### src/rtl/alu_opcodes_pkg.sv
// ALU opcode constants shared by the decode stage, the execute stage and alu_riscv.
// Compute ops (0x00-0x0F) produce a result with flag=0; branch-compare ops (0x10-0x1F)
// produce a flag with result=0. Any unlisted code yields result=0, flag=0.
package alu_opcodes_pkg;

   localparam int ALU_OP_W = 5;

   // compute ops
   localparam logic [ALU_OP_W-1:0] ALU_ADD  = 5'h00;
   localparam logic [ALU_OP_W-1:0] ALU_SUB  = 5'h01;
   localparam logic [ALU_OP_W-1:0] ALU_SLL  = 5'h02;
   localparam logic [ALU_OP_W-1:0] ALU_SLT  = 5'h03;
   localparam logic [ALU_OP_W-1:0] ALU_SLTU = 5'h04;
   localparam logic [ALU_OP_W-1:0] ALU_XOR  = 5'h05;
   localparam logic [ALU_OP_W-1:0] ALU_SRL  = 5'h06;
   localparam logic [ALU_OP_W-1:0] ALU_SRA  = 5'h07;
   localparam logic [ALU_OP_W-1:0] ALU_OR   = 5'h08;
   localparam logic [ALU_OP_W-1:0] ALU_AND  = 5'h09;

   // branch-compare ops
   localparam logic [ALU_OP_W-1:0] ALU_EQ   = 5'h10;
   localparam logic [ALU_OP_W-1:0] ALU_NE   = 5'h11;
   localparam logic [ALU_OP_W-1:0] ALU_LTS  = 5'h12;
   localparam logic [ALU_OP_W-1:0] ALU_GES  = 5'h13;
   localparam logic [ALU_OP_W-1:0] ALU_LTU  = 5'h14;
   localparam logic [ALU_OP_W-1:0] ALU_GEU  = 5'h15;

endpackage

### src/rtl/alu_riscv.sv
// Purely combinational RISC-V integer ALU. Shift amount is the low log2(XLEN) bits of B.
module alu_riscv
   import alu_opcodes_pkg::*;
#(
   parameter int XLEN = 32
) (
   input  logic [ALU_OP_W-1:0] alu_op_i,
   input  logic [XLEN-1:0]     a_i,
   input  logic [XLEN-1:0]     b_i,
   output logic [XLEN-1:0]     result_o,
   output logic                flag_o
);

   localparam int SH_W = $clog2(XLEN);

   logic [SH_W-1:0] shamt;
   logic            lt_s;
   logic            lt_u;

   assign shamt = b_i[SH_W-1:0];
   assign lt_s  = $signed(a_i) < $signed(b_i);
   assign lt_u  = a_i < b_i;

   // opcode decode; unknown codes fall through to result 0, flag 0
   always_comb begin
      result_o = '0;
      flag_o   = 1'b0;
      case (alu_op_i)
         ALU_ADD:  result_o = a_i + b_i;
         ALU_SUB:  result_o = a_i - b_i;
         ALU_SLL:  result_o = a_i << shamt;
         ALU_SLT:  result_o = {{(XLEN-1){1'b0}}, lt_s};
         ALU_SLTU: result_o = {{(XLEN-1){1'b0}}, lt_u};
         ALU_XOR:  result_o = a_i ^ b_i;
         ALU_SRL:  result_o = a_i >> shamt;
         ALU_SRA:  result_o = $unsigned($signed(a_i) >>> shamt);
         ALU_OR:   result_o = a_i | b_i;
         ALU_AND:  result_o = a_i & b_i;
         ALU_EQ:   flag_o   = (a_i == b_i);
         ALU_NE:   flag_o   = (a_i != b_i);
         ALU_LTS:  flag_o   = lt_s;
         ALU_GES:  flag_o   = !lt_s;
         ALU_LTU:  flag_o   = lt_u;
         ALU_GEU:  flag_o   = !lt_u;
         default: begin
            result_o = '0;
            flag_o   = 1'b0;
         end
      endcase
   end

endmodule

### src/rtl/alu_ex_stage.sv
// Two-stage execute wrapper: OP register -> alu_riscv -> RES register, valid/ready on both
// sides, one op per cycle, no skid buffer (backpressure is combinational to upstream).
// Optional macro ALU_FWD_EN adds fwd_a_i/fwd_b_i to substitute the previous op's result.
module alu_ex_stage
   import alu_opcodes_pkg::*;
#(
   parameter int XLEN = 32,
   parameter int RD_W = 5
) (
   input  logic                clk_i,
   input  logic                rst_i,
   input  logic                flush_i,
   input  logic                in_valid_i,
   output logic                in_ready_o,
   input  logic [ALU_OP_W-1:0] alu_op_i,
   input  logic [XLEN-1:0]     a_i,
   input  logic [XLEN-1:0]     b_i,
   input  logic [RD_W-1:0]     rd_i,
`ifdef ALU_FWD_EN
   input  logic                fwd_a_i,
   input  logic                fwd_b_i,
`endif
   output logic                out_valid_o,
   input  logic                out_ready_i,
   output logic [XLEN-1:0]     out_result_o,
   output logic                out_flag_o,
   output logic [RD_W-1:0]     out_rd_o
);

   // OP stage
   logic                op_valid_q,  op_valid_d;
   logic [ALU_OP_W-1:0] op_alu_op_q, op_alu_op_d;
   logic [XLEN-1:0]     op_a_q,      op_a_d;
   logic [XLEN-1:0]     op_b_q,      op_b_d;
   logic [RD_W-1:0]     op_rd_q,     op_rd_d;

   // RES stage
   logic                res_valid_q,  res_valid_d;
   logic [XLEN-1:0]     res_result_q, res_result_d;
   logic                res_flag_q,   res_flag_d;
   logic [RD_W-1:0]     res_rd_q,     res_rd_d;

   logic            res_adv;
   logic            op_adv;
   logic            accept;
   logic [XLEN-1:0] alu_result;
   logic            alu_flag;
   logic [XLEN-1:0] a_sel;
   logic [XLEN-1:0] b_sel;

   alu_riscv #(.XLEN(XLEN)) u_alu (
      .alu_op_i (op_alu_op_q),
      .a_i      (op_a_q),
      .b_i      (op_b_q),
      .result_o (alu_result),
      .flag_o   (alu_flag)
   );

   assign res_adv    = !res_valid_q || out_ready_i;
   assign op_adv     = op_valid_q && res_adv;
   assign in_ready_o = !flush_i && (!op_valid_q || res_adv);
   assign accept     = in_valid_i && in_ready_o;

`ifdef ALU_FWD_EN
   // Producer still in OP and leaving this edge -> take the live ALU output;
   // otherwise it is already registered (or drained) in RES.
   logic [XLEN-1:0] fwd_val;
   assign fwd_val = op_adv ? alu_result : res_result_q;
   assign a_sel   = fwd_a_i ? fwd_val : a_i;
   assign b_sel   = fwd_b_i ? fwd_val : b_i;
`else
   assign a_sel = a_i;
   assign b_sel = b_i;
`endif

   // next-state for both stages; flush kills valids but leaves data registers alone
   always_comb begin
      op_valid_d   = op_valid_q;
      op_alu_op_d  = op_alu_op_q;
      op_a_d       = op_a_q;
      op_b_d       = op_b_q;
      op_rd_d      = op_rd_q;
      res_valid_d  = res_valid_q;
      res_result_d = res_result_q;
      res_flag_d   = res_flag_q;
      res_rd_d     = res_rd_q;

      if (accept) begin
         op_alu_op_d = alu_op_i;
         op_a_d      = a_sel;
         op_b_d      = b_sel;
         op_rd_d     = rd_i;
      end
      if (op_adv && !flush_i) begin
         res_result_d = alu_result;
         res_flag_d   = alu_flag;
         res_rd_d     = op_rd_q;
      end

      if (flush_i) begin
         op_valid_d  = 1'b0;
         res_valid_d = 1'b0;
      end else begin
         if (accept)
            op_valid_d = 1'b1;
         else if (op_adv)
            op_valid_d = 1'b0;

         if (op_adv)
            res_valid_d = 1'b1;
         else if (res_valid_q && out_ready_i)
            res_valid_d = 1'b0;
      end
   end

   // state registers, cleared asynchronously
   always_ff @(posedge clk_i or posedge rst_i) begin
      if (rst_i) begin
         op_valid_q   <= 1'b0;
         op_alu_op_q  <= '0;
         op_a_q       <= '0;
         op_b_q       <= '0;
         op_rd_q      <= '0;
         res_valid_q  <= 1'b0;
         res_result_q <= '0;
         res_flag_q   <= 1'b0;
         res_rd_q     <= '0;
      end else begin
         op_valid_q   <= op_valid_d;
         op_alu_op_q  <= op_alu_op_d;
         op_a_q       <= op_a_d;
         op_b_q       <= op_b_d;
         op_rd_q      <= op_rd_d;
         res_valid_q  <= res_valid_d;
         res_result_q <= res_result_d;
         res_flag_q   <= res_flag_d;
         res_rd_q     <= res_rd_d;
      end
   end

   assign out_valid_o  = res_valid_q;
   assign out_result_o = res_result_q;
   assign out_flag_o   = res_flag_q;
   assign out_rd_o     = res_rd_q;

endmodule
### config.mk
export PLATFORM = sky130hd
export DESIGN_NAME = alu_ex_stage
export DESIGN_NICKNAME = d
export VERILOG_FILES = /design/src/rtl/alu_opcodes_pkg.sv /design/src/rtl/alu_riscv.sv /design/src/rtl/alu_ex_stage.sv
export SDC_FILE = /design/constraint.sdc
export NUM_CORES = 1
export LEC_CHECK = 0
export ABC_CLOCK_PERIOD_IN_PS = 6800
export CAP_MARGIN = 10
export CORE_ASPECT_RATIO = 1.4
export CORE_UTILIZATION = 40
export DETAILED_ROUTE_END_ITERATION = 8
export PLACE_DENSITY_LB_ADDON = 0.05
export REMOVE_ABC_BUFFERS = 1
export SLEW_MARGIN = 20
export SYNTH_ARGS = -nofsm -noshare
export SYNTH_HDL_FRONTEND = slang
export SYNTH_HIERARCHICAL = 1
export SYNTH_SLANG_ARGS = --single-unit
### constraint.sdc
create_clock -name clk_i -period 6.8 [get_ports clk_i]
set_clock_uncertainty 0.15 [all_clocks]
set_input_delay 1.36 -clock clk_i [delete_from_list [all_inputs] [get_ports clk_i]]
set_output_delay 1.36 -clock clk_i [all_outputs]
set_load 0.02 [all_outputs]
==> run metrics, run 1 <==
status finished, final reports clean; largest net degree at the start of global routing 68; ANT nets after route 0; DR iter-0 viols approximately 1,100; max cap viols 0; crit path max fanout 43; core box area 32,500 um^2; synth warn 6; Total GRT Usage about a third; max-slew violations 0; CTS sink cnt 114; Most used DFF post-synth dfrtp_1; critical path arrival 4.89 ns; FF+latch count, synth about 110; Die Width roughly 160 um; LEAKAGE approximately 6.4 nW; vias in the first global route ~13,000; worst min path class register to register; initial antenna violation count 0; DRC Markers 0; Worst IR Drop VDD approximately 150 uV; root buffer cell clkbuf_16; Final Critical Period 4.705 ns; Fmax between 200 and 250 MHz; fin cells roughly 2,100; Cells after Synth 1,602; post-CTS setup buffer count 0; final wirelength 55,130 um; Antenna diodes 0; post-synth top area share 21.52%; CTS buffer count 17; Die ar. approximately 34,000 um^2; final hold violation count 0; routability-driven placement congestion ratio ~0.95; measured slew at the worst slew-check pin 1.116 ns; Setup TNS 0 ns; Fillers between 3,000 and 4,000; CTS resizes 0; top cells by area, synth dfrtp_1, ha_1, mux2_1; first-pass GRT wire length between 80,000 and 90,000 um; Syn-to-layout area delta 14.96%; placed cells about 2,100; Post-synth EDFFs 0; Cell Pwr Density 309.2 nW/um^2; Worst-Skew Late Latency approximately 0.46 ns; area of the mapped netlist approximately 13,000 um^2; clk buf depth 2; Final Setup Violations 0; # port buffers ~120; HPWL Detailed roughly 41,000 um; # hold bufs at CTS 0; Die Span Y between 200 and 250 um; Final Cycle Share 69.19%; type of origin of the critical path register; Final #Nets between 1,500 and 2,000; synth unique cells slightly above 90; most common cell in the netlist nor2_1; Initial Util roughly two fifths; Synth area leader dfrtp_1; unrepaired setup endpoints after global routing false; ys async rst share 100.0%; Avg Cell Area, Syn between 8 and 9 um^2; layout cells sized above 1 roughly 8.5%; site row count 78; relative slew slack between 20% and 30%; H-tree depth 4; num ports 119; grt total ovfl 0; DR pass1 iterations 5; Clk pin slew, worst setup/hold paths around 0.060 ns; Commonest cells post-synth nor2_1, nand2_1, dfrtp_1; critical path required time 6.98 ns; sequential cell area fraction in the yosys report roughly 22%; CTS tree yes; CP endpoint kind register; Vias 13,304; critical path class register to register; via/cell ratio approximately 6.3; Avg WL per Cell ~26 um
-- worst max-delay path: stages, from the launching register on --
cell and delay [ns]:
dfrtp_2 0.51, inv_1 0.09, buf_4 0.47, ha_1 0.41, nor3_1 0.14, o31ai_1 0.39, a211oi_1 0.18, a211oi_2 0.57
o31ai_2 0.19, a21oi_1 0.55, o21ai_1 0.19, a21o_1 0.21, a22o_1 0.22, mux2_1 0.29
-- area by class of cell --
cell class | instances | area (um^2) | share of cell area, %
sequential | 114 | 2860 | 18.77
tap | 440 | 550.5 | 3.612
clock inverter | 15 | 197.7 | 1.297
multi-input combinational | 1272 | 9468 | 62.12
timing repair buffer | 145 | 1384 | 9.080
inverter | 94 | 355.3 | 2.331
clock buffer | 17 | 425.4 | 2.791
-- worst paths after layout --
check / startpoint / endpoint / slack (ns) / depth (start not counted)
setup / recovery: op_b_q[2] / out_result_o[28] / 2.10 / 13
hold / removal: op_rd_q[4] / op_rd_q[4] / 0.33 / 1
setup reg to reg: op_b_q[2] / out_result_o[28] / 2.10 / 13
hold reg to reg: op_rd_q[4] / op_rd_q[4] / 0.33 / 1
max in group asynchronous: rst_i / op_b_q[2] / 4.42 / 3
min in group asynchronous: rst_i / out_rd_o[2] / 1.07 / 2
-- flip-flops by register name, indices dropped and copies added, names as in the netlist --
name	flops
out_valid_o	1
op_a_q	32
out_result_o	32
op_rd_q	5
out_flag_o	1
op_alu_op_q	5
op_valid_q	1
out_rd_o	5
op_b_q	32
-- placed cells by master (no fill, tap or decap), types with 29 or more instances in the layout --
cell             count
dfrtp_1            110
mux2_1             102
mux2i_1             55
a21oi_1            111
nor3_1              29
ha_1                99
nor2_1             155
mux4_2              32
inv_1               91
o211ai_1            36
nand3_1             36
clkdlybuf4s50_1    118
nand2_1            150
o21ai_0            104
-- cell families (layout without fill, tap and decap cells) --
kind of cell	count (synthesis)	after routing	share of synthesized area, %
buffers and inverters	216	271	7.220
AOI/OAI and AO/OA	490	490	25.00
adders and majority gates	101	101	9.645
xor gates and xnor gates	7	7	0.4624
DFF	114	114	21.52
muxes	208	208	20.01
and+or+nand+nor	466	466	16.15
-- routing by layer --
metal  vias up  part of all wire (%)  global-route usage (%)
met1      6561                    39                   38.11
li1       5992                     -                       -
met4         0                   6.1                   19.31
met5         -                     0                       0
met2       592                    50                   57.22
met3       159                   5.1                   4.432
-- metrics by stage --
step | utilization, % | setup slack (ns) | instance area, um^2 | power [mW] | hold WS [ns]
floorplan | - | 0.4370 | 12650 | 2.706 | 0.3041
global route | 46.90 | 1.995 | 15240 | 4.961 | 0.3520
global placement | 44.98 | 2.344 | 14620 | 3.679 | 0.3156
CTS | 46.90 | 2.220 | 15240 | 4.689 | 0.3404
finish | 46.90 | 2.095 | 15240 | 4.713 | 0.3347
detailed placement | 44.98 | 2.244 | 14620 | 3.673 | 0.3255
-- power by group --
part / switching [mW] / total [mW] / internal [mW]
combinational: 1.63 / 2.67 / 1.04
sequential: 0.215 / 1.05 / 0.840
clock: 0.403 / 0.991 / 0.588
total: 2.25 / 4.71 / 2.47
Power figures use the tool's default switching activity.
==> run 2, diff against run 1 <==
--- a/config.mk
+++ b/config.mk
@@ -5,7 +5,7 @@
 export SDC_FILE = /design/constraint.sdc
 export NUM_CORES = 1
 export LEC_CHECK = 0
-export ABC_CLOCK_PERIOD_IN_PS = 6800
+export ABC_CLOCK_PERIOD_IN_PS = 4600
 export CAP_MARGIN = 10
 export CORE_ASPECT_RATIO = 1.4
 export CORE_UTILIZATION = 40
==> constraint.sdc (replaced) <==
create_clock -name clk_i -period 4.6 [get_ports clk_i]
set_clock_uncertainty 0.15 [all_clocks]
set_input_delay 0.92 -clock clk_i [delete_from_list [all_inputs] [get_ports clk_i]]
set_output_delay 0.92 -clock clk_i [all_outputs]
set_load 0.02 [all_outputs]
==> run 2 against run 1 <==
Effect of this change:
- sequential cell count unchanged
- core utilization grew 0.96 points
- cell count grew 2.1%
- count of clock-buffer cells in the layout stayed put
- power grew 48%
- sequential power increased by 41%
- combinational power increased by 54%
- final area increased by 2.1%
- register-to-register slack lost 1.6 ns
- highest routed layer unchanged
- clock power grew 41%
- setup slack lost 1.6 ns
==> run metrics, run 2 (synthesis gave the netlist of run 1 again) <==
DRC Markers 0 (unchanged); worst-path cell chain inv_1 > ha_1 > fa_1 > nor3_1 > o31ai_1 > a211oi_1 > a211oi_2 > o31ai_2 > a21oi_1 > o21ai_1 > a21o_1 > a22o_1 > mux2_1; critical path arrival 4.27 ns (-0.62 ns); DR pass1 iterations 6 (+1); Cell Pwr Density 449.3 nW/um^2 (+45%); CP delay by family, top compound AO/OA/AOI/OAI gates; root buffer cell clkbuf_16; reg2reg path depth 13 (unchanged); final core occ 47.86% (+0.96 points); Syn-to-layout area delta 17.32%; CTS resizes 0 (unchanged); Cell Area, Placed 14,950 um^2 (+2.3%); final wirelength 54,780 um (-0.63%); DR iter-0 viols 1,300 (+21%); Sequential Area 2860 um^2 (unchanged); CTS sink cnt 114 (unchanged); hold path startpoint out_result_o[7]; commonest non-fill, non-tap cell in the layout nor2_1; CTS tree yes; Setup TNS 0 ns (unchanged); max cap viols 0 (unchanged); measured slew at the worst slew-check pin 0.9788 ns (-0.1369 ns); Worst IR Drop VDD 240.9 uV (+64%); worst hold path cell count 1 (unchanged); Worst-Skew Late Latency 0.45 ns (about the same); Final Power 6.989 mW (+48%); crit path buf inv count 1 (-1); clock share of power 20.1% (-0.9 points); pre-CTS setup slack 0.5547 ns (-1.690 ns); num ports 119 (unchanged); status finished, final reports clean; Final Setup Violations 0 (unchanged); routability-driven placement congestion ratio 0.9859 (+4.3%); layout cells sized above 1 10.88% (+2.4 points); H-tree depth 4 (unchanged); Final Cycle Share 88.71% (+20 points); Avg WL per Cell 25.58 um (-2.7%); Die Span Y 217.4 um (unchanged); ANT nets after route 0 (unchanged); Final #Nets 1,868 (+2.4%); slowest stage cell, crit path a21oi_1; critical path class register to register; reg-to-reg endpoint out_result_o[28]; multi-input logic area 9459 um^2 (about the same); Vias 13,454 (+1.1%); # port buffers 118 (unchanged); initial antenna violation count 0 (unchanged); via/cell ratio 6.281 (-1.0%); fin area 15,550 um^2 (+2.1%); Clk pin slew, worst setup/hold paths 0.07 ns (about the same); worst min path class register to register; register share of total power 21.2% (-1.2 points); max incr delay on CP 0.72 ns (+0.15 ns); Reg2Reg Launch Point op_a_q[0]; clk buf depth 2 (unchanged); Fmax 245.1 MHz (+15%); most frequent cells in the layout nor2_1, nand2_1, clkdlybuf4s50_1, a21oi_1, dfrtp_1; final hold violation count 0 (unchanged); Int Pwr 3.677 mW (+49%); placed cells 2,109 (+2.1%); type of origin of the critical path register; vias in the first global route 13,133 (+1.1%); relative slew slack 34.71% (+9.3 points); site row count 78 (unchanged); largest net degree at the start of global routing 67 (-1.5%); # hold bufs at CTS 0 (unchanged); switch share 47.38% (-0.28 points); max-slew violations 0 (unchanged); hold_ws 0.3329 ns (-0.001812 ns); HPWL Detailed 41,680 um (+0.52%); final setup margin 0.5192 ns (-1.576 ns); grt total ovfl 0 (unchanged); WHS Endpoint out_result_o[7]; Initial Util 40.79% (unchanged); Fillers 3,275 (-1.9%); first-pass GRT wire length 81,850 um (-0.81%); crit path max fanout 8 (-81%); critical path required time 4.79 ns (-2.19 ns); CP endpoint kind register; fin cells 2,142 (+2.1%); NetSw 3.311 mW (+47%); combinational power share 58.7% (+2.1 points); LEAKAGE 6.587 nW (+3.2%); Final Critical Period 4.081 ns (-0.6240 ns); Die Width 155.9 um (unchanged); unrepaired setup endpoints after global routing false; Total GRT Usage 32.68% (-0.15 points); R2R Setup Slk 0.52 ns (-1.58 ns); CTS buffer count 17 (unchanged); core box area 32,500 um^2 (unchanged); Die ar. 33,890 um^2 (unchanged); post-CTS setup buffer count 0 (unchanged)
run 2: final cells by class:
class / instances / area share [%]
antenna: 1 / 0.01609
clock buffer: 17 / 2.735
clock inverter: 15 / 1.118
inverter: 94 / 2.285
multi-input combinational: 1272 / 60.82
sequential: 114 / 18.39
tap: 440 / 3.540
timing repair buffer: 189 / 11.10
run 2: routing by layer:
layer | vias up | GRT usage (%) | routed length (um)
li1 | 6074 | - | -
met1 | 6509 | 37.47 | 20620
met2 | 676 | 54.17 | 25800
met3 | 195 | 4.968 | 3606
met4 | 0 | 25.65 | 4763
met5 | - | 0 | 0
run 2: how the worst max path moves through the flow:
stage / from / to / slack [ns] / cells past startpoint
after detailed placement: op_b_q[1] / out_result_o[21] / 0.55 / 13
final: op_a_q[0] / out_result_o[28] / 0.52 / 13
after global routing: op_a_q[0] / out_result_o[30] / 0.30 / 14
after floorplan: op_b_q[1] / out_result_o[23] / -1.76 / 11
after CTS: op_b_q[1] / out_result_o[21] / 0.55 / 13
after global placement: op_b_q[1] / out_result_o[21] / 0.62 / 13
run 2: power groups by stage:
stage	Clock, mW	Sequential, mW	Combinational, mW
2_1_floorplan	0	1.73	2.27
3_3_place_gp	0	1.49	4.03
3_5_place_dp	0	1.50	4.02
4_1_cts	1.44	1.49	4.04
5_1_grt	1.47	1.52	4.39
6_report	1.40	1.48	4.11
==> run 3, diff against run 2 <==
--- a/config.mk
+++ b/config.mk
@@ -9,8 +9,9 @@
 export CAP_MARGIN = 10
 export CORE_ASPECT_RATIO = 1.4
 export CORE_UTILIZATION = 40
+export CTS_CLUSTER_SIZE = 25
 export DETAILED_ROUTE_END_ITERATION = 8
-export PLACE_DENSITY_LB_ADDON = 0.05
+export PLACE_DENSITY = 0.58
 export REMOVE_ABC_BUFFERS = 1
 export SLEW_MARGIN = 20
 export SYNTH_ARGS = -nofsm -noshare
==> run 3 against run 2 <==
Effect of this change:
- register-to-register slack worse by 0.37 ns
- combinational power shrank 1%
- cell count is 0.56% lower
- sequential power is essentially flat
- fmax fell by 8.2%
- sequential share of layout area is 0.076 points higher
- die area stayed put
- global-route usage is 0.28 points lower
- clock power about the same
==> run metrics, run 3 (synthesis gave the netlist of run 1 again) <==
Syn-to-layout area delta 16.84%; commonest non-fill, non-tap cell in the layout nor2_1; measured slew at the worst slew-check pin 1.068 ns (+0.08944 ns); Die Span Y 217.4 um (unchanged); relative slew slack 28.52% (-6.2 points); crit path buf inv count 2 (+1); max-slew violations 0 (unchanged); worst-path cell chain inv_1 > ha_1 > fa_1 > nor3_1 > o31ai_1 > a211oi_1 > a211oi_2 > buf_4 > o21ai_1 > a311oi_1 > a211o_1 > a21oi_1 > nor2_1 > mux2_1; Final #Nets 1,857 (-0.59%); # port buffers 118 (unchanged); final hold violation count 0 (unchanged); largest net degree at the start of global routing 67 (unchanged); root buffer cell clkbuf_16; initial antenna violation count 1 (+1); DR iter-0 viols 1,113 (-14%); Avg WL per Cell 25.43 um (-0.58%); post-CTS setup buffer count 0 (unchanged); critical path arrival 4.62 ns (+0.35 ns); Final Cycle Share 96.66% (+7.9 points); type of origin of the critical path register; Fmax 224.9 MHz (-8.2%); final core occ 47.66% (-0.20 points); Worst-Skew Late Latency 0.45 ns (about the same); Antenna diodes 0 (-1); CTS sink cnt 114 (unchanged); H-tree depth 4 (unchanged); critical path class register to register; DRC Markers 0 (unchanged); Die ar. 33,890 um^2 (unchanged); Die Width 155.9 um (unchanged); Vias 13,378 (-0.56%); Worst IR Drop VDD 223.1 uV (-7.4%); Clk pin slew, worst setup/hold paths 0.06 ns (about the same); Final Power 6.925 mW (-0.91%); max incr delay on CP 0.52 ns (-0.20 ns); LEAKAGE 6.536 nW (-0.77%); first-pass GRT wire length 81,360 um (-0.60%); Final Critical Period 4.446 ns (+0.3654 ns); status finished, final reports clean; clk buf depth 2 (unchanged); CP delay by family, top compound AO/OA/AOI/OAI gates; # hold bufs at CTS 0 (unchanged); HPWL Detailed 40,730 um (-2.3%); crit path max fanout 8 (unchanged); core box area 32,500 um^2 (unchanged); placed cells 2,098 (-0.52%); num ports 119 (unchanged); worst min path class register to register; ANT nets after route 0 (unchanged); Final Setup Violations 0 (unchanged); Total GRT Usage 32.40% (-0.28 points); site row count 78 (unchanged); via/cell ratio 6.281 (about the same); final wirelength 54,160 um (-1.1%); CP endpoint kind register; max cap viols 0 (unchanged); routability-driven placement congestion ratio 1.016 (+3.1%); unrepaired setup endpoints after global routing false; vias in the first global route 13,148 (+0.11%); DR pass1 iterations 6 (unchanged); CTS tree yes; layout cells sized above 1 10.30% (-0.58 points); fin cells 2,130 (-0.56%); Initial Util 40.79% (unchanged); most frequent cells in the layout nor2_1, nand2_1, clkdlybuf4s50_1, a21oi_1, dfrtp_1; critical path required time 4.78 ns (about the same); grt total ovfl 0 (unchanged); CTS resizes 0 (unchanged); CTS buffer count 17 (unchanged); Cell Pwr Density 447.1 nW/um^2 (-0.50%); slowest stage cell, crit path dfrtp_1
[run 3: cell types whose count changed in the layout (fill, tap and decap cells not counted), sizes merged]
cell | previous run | this run
buf | 71 | 60
clkinv | 6 | 5
clkinvlp | 1 | 2
diode | 1 | 0
[run 3: per-stage QoR]
| step | hold WS (ns) | area, um^2 | TNS [ns] | setup slack [ns] |
|---|---|---|---|---|
| 2_1_floorplan | 0.3041 | 12650 | -56.02 | -1.763 |
| 3_3_place_gp | 0.3155 | 14890 | 0 | 0.4410 |
| 3_5_place_dp | 0.3231 | 14890 | 0 | 0.3843 |
| 4_1_cts | 0.3379 | 15490 | 0 | 0.3570 |
| 5_1_grt | 0.3498 | 15490 | 0 | 0.1176 |
| 6_report | 0.3340 | 15490 | 0 | 0.1538 |
[run 3: power breakdown]
| part | switching (mW) | leakage (nW) | internal, mW |
|---|---|---|---|
| combinational | 2.47 | 4.88 | 1.59 |
| clock | 0.576 | 0.288 | 0.810 |
| sequential | 0.238 | 1.37 | 1.24 |
[run 3: final cells by class]
type / instances / area, um^2
Multi-Input combinational cell: 1272 / 9459
Fill cell: 3250 / 17010
Inverter: 94 / 355.3
Clock buffer: 17 / 425.4
Sequential cell: 114 / 2860
Tap cell: 440 / 550.5
Clock inverter: 15 / 170.2
Timing Repair Buffer: 178 / 1669
[run 3: path summary, 6_finish.rpt]
path / from / to / slack, ns / cells past startpoint
max in group asynchronous: rst_i / out_flag_o / 2.82 / 3
min in group asynchronous: rst_i / op_b_q[16] / 0.71 / 2
worst max register to register: op_a_q[0] / out_result_o[30] / 0.15 / 14
worst min-delay path: op_rd_q[0] / op_rd_q[0] / 0.33 / 1
worst min register to register: op_rd_q[0] / op_rd_q[0] / 0.33 / 1
worst max-delay path: op_a_q[0] / out_result_o[30] / 0.15 / 14
[run 3: routing by layer]
layer | track usage [%] | routed length (um) | up-vias | part of all wire, %
li1 | - | - | 6060 | -
met1 | 37.36 | 20510 | 6495 | 38
met2 | 54.14 | 25810 | 648 | 48
met3 | 5.405 | 3717 | 173 | 6.9
met4 | 23.17 | 4106 | 2 | 7.6
met5 | 0 | 13 | - | 0.024
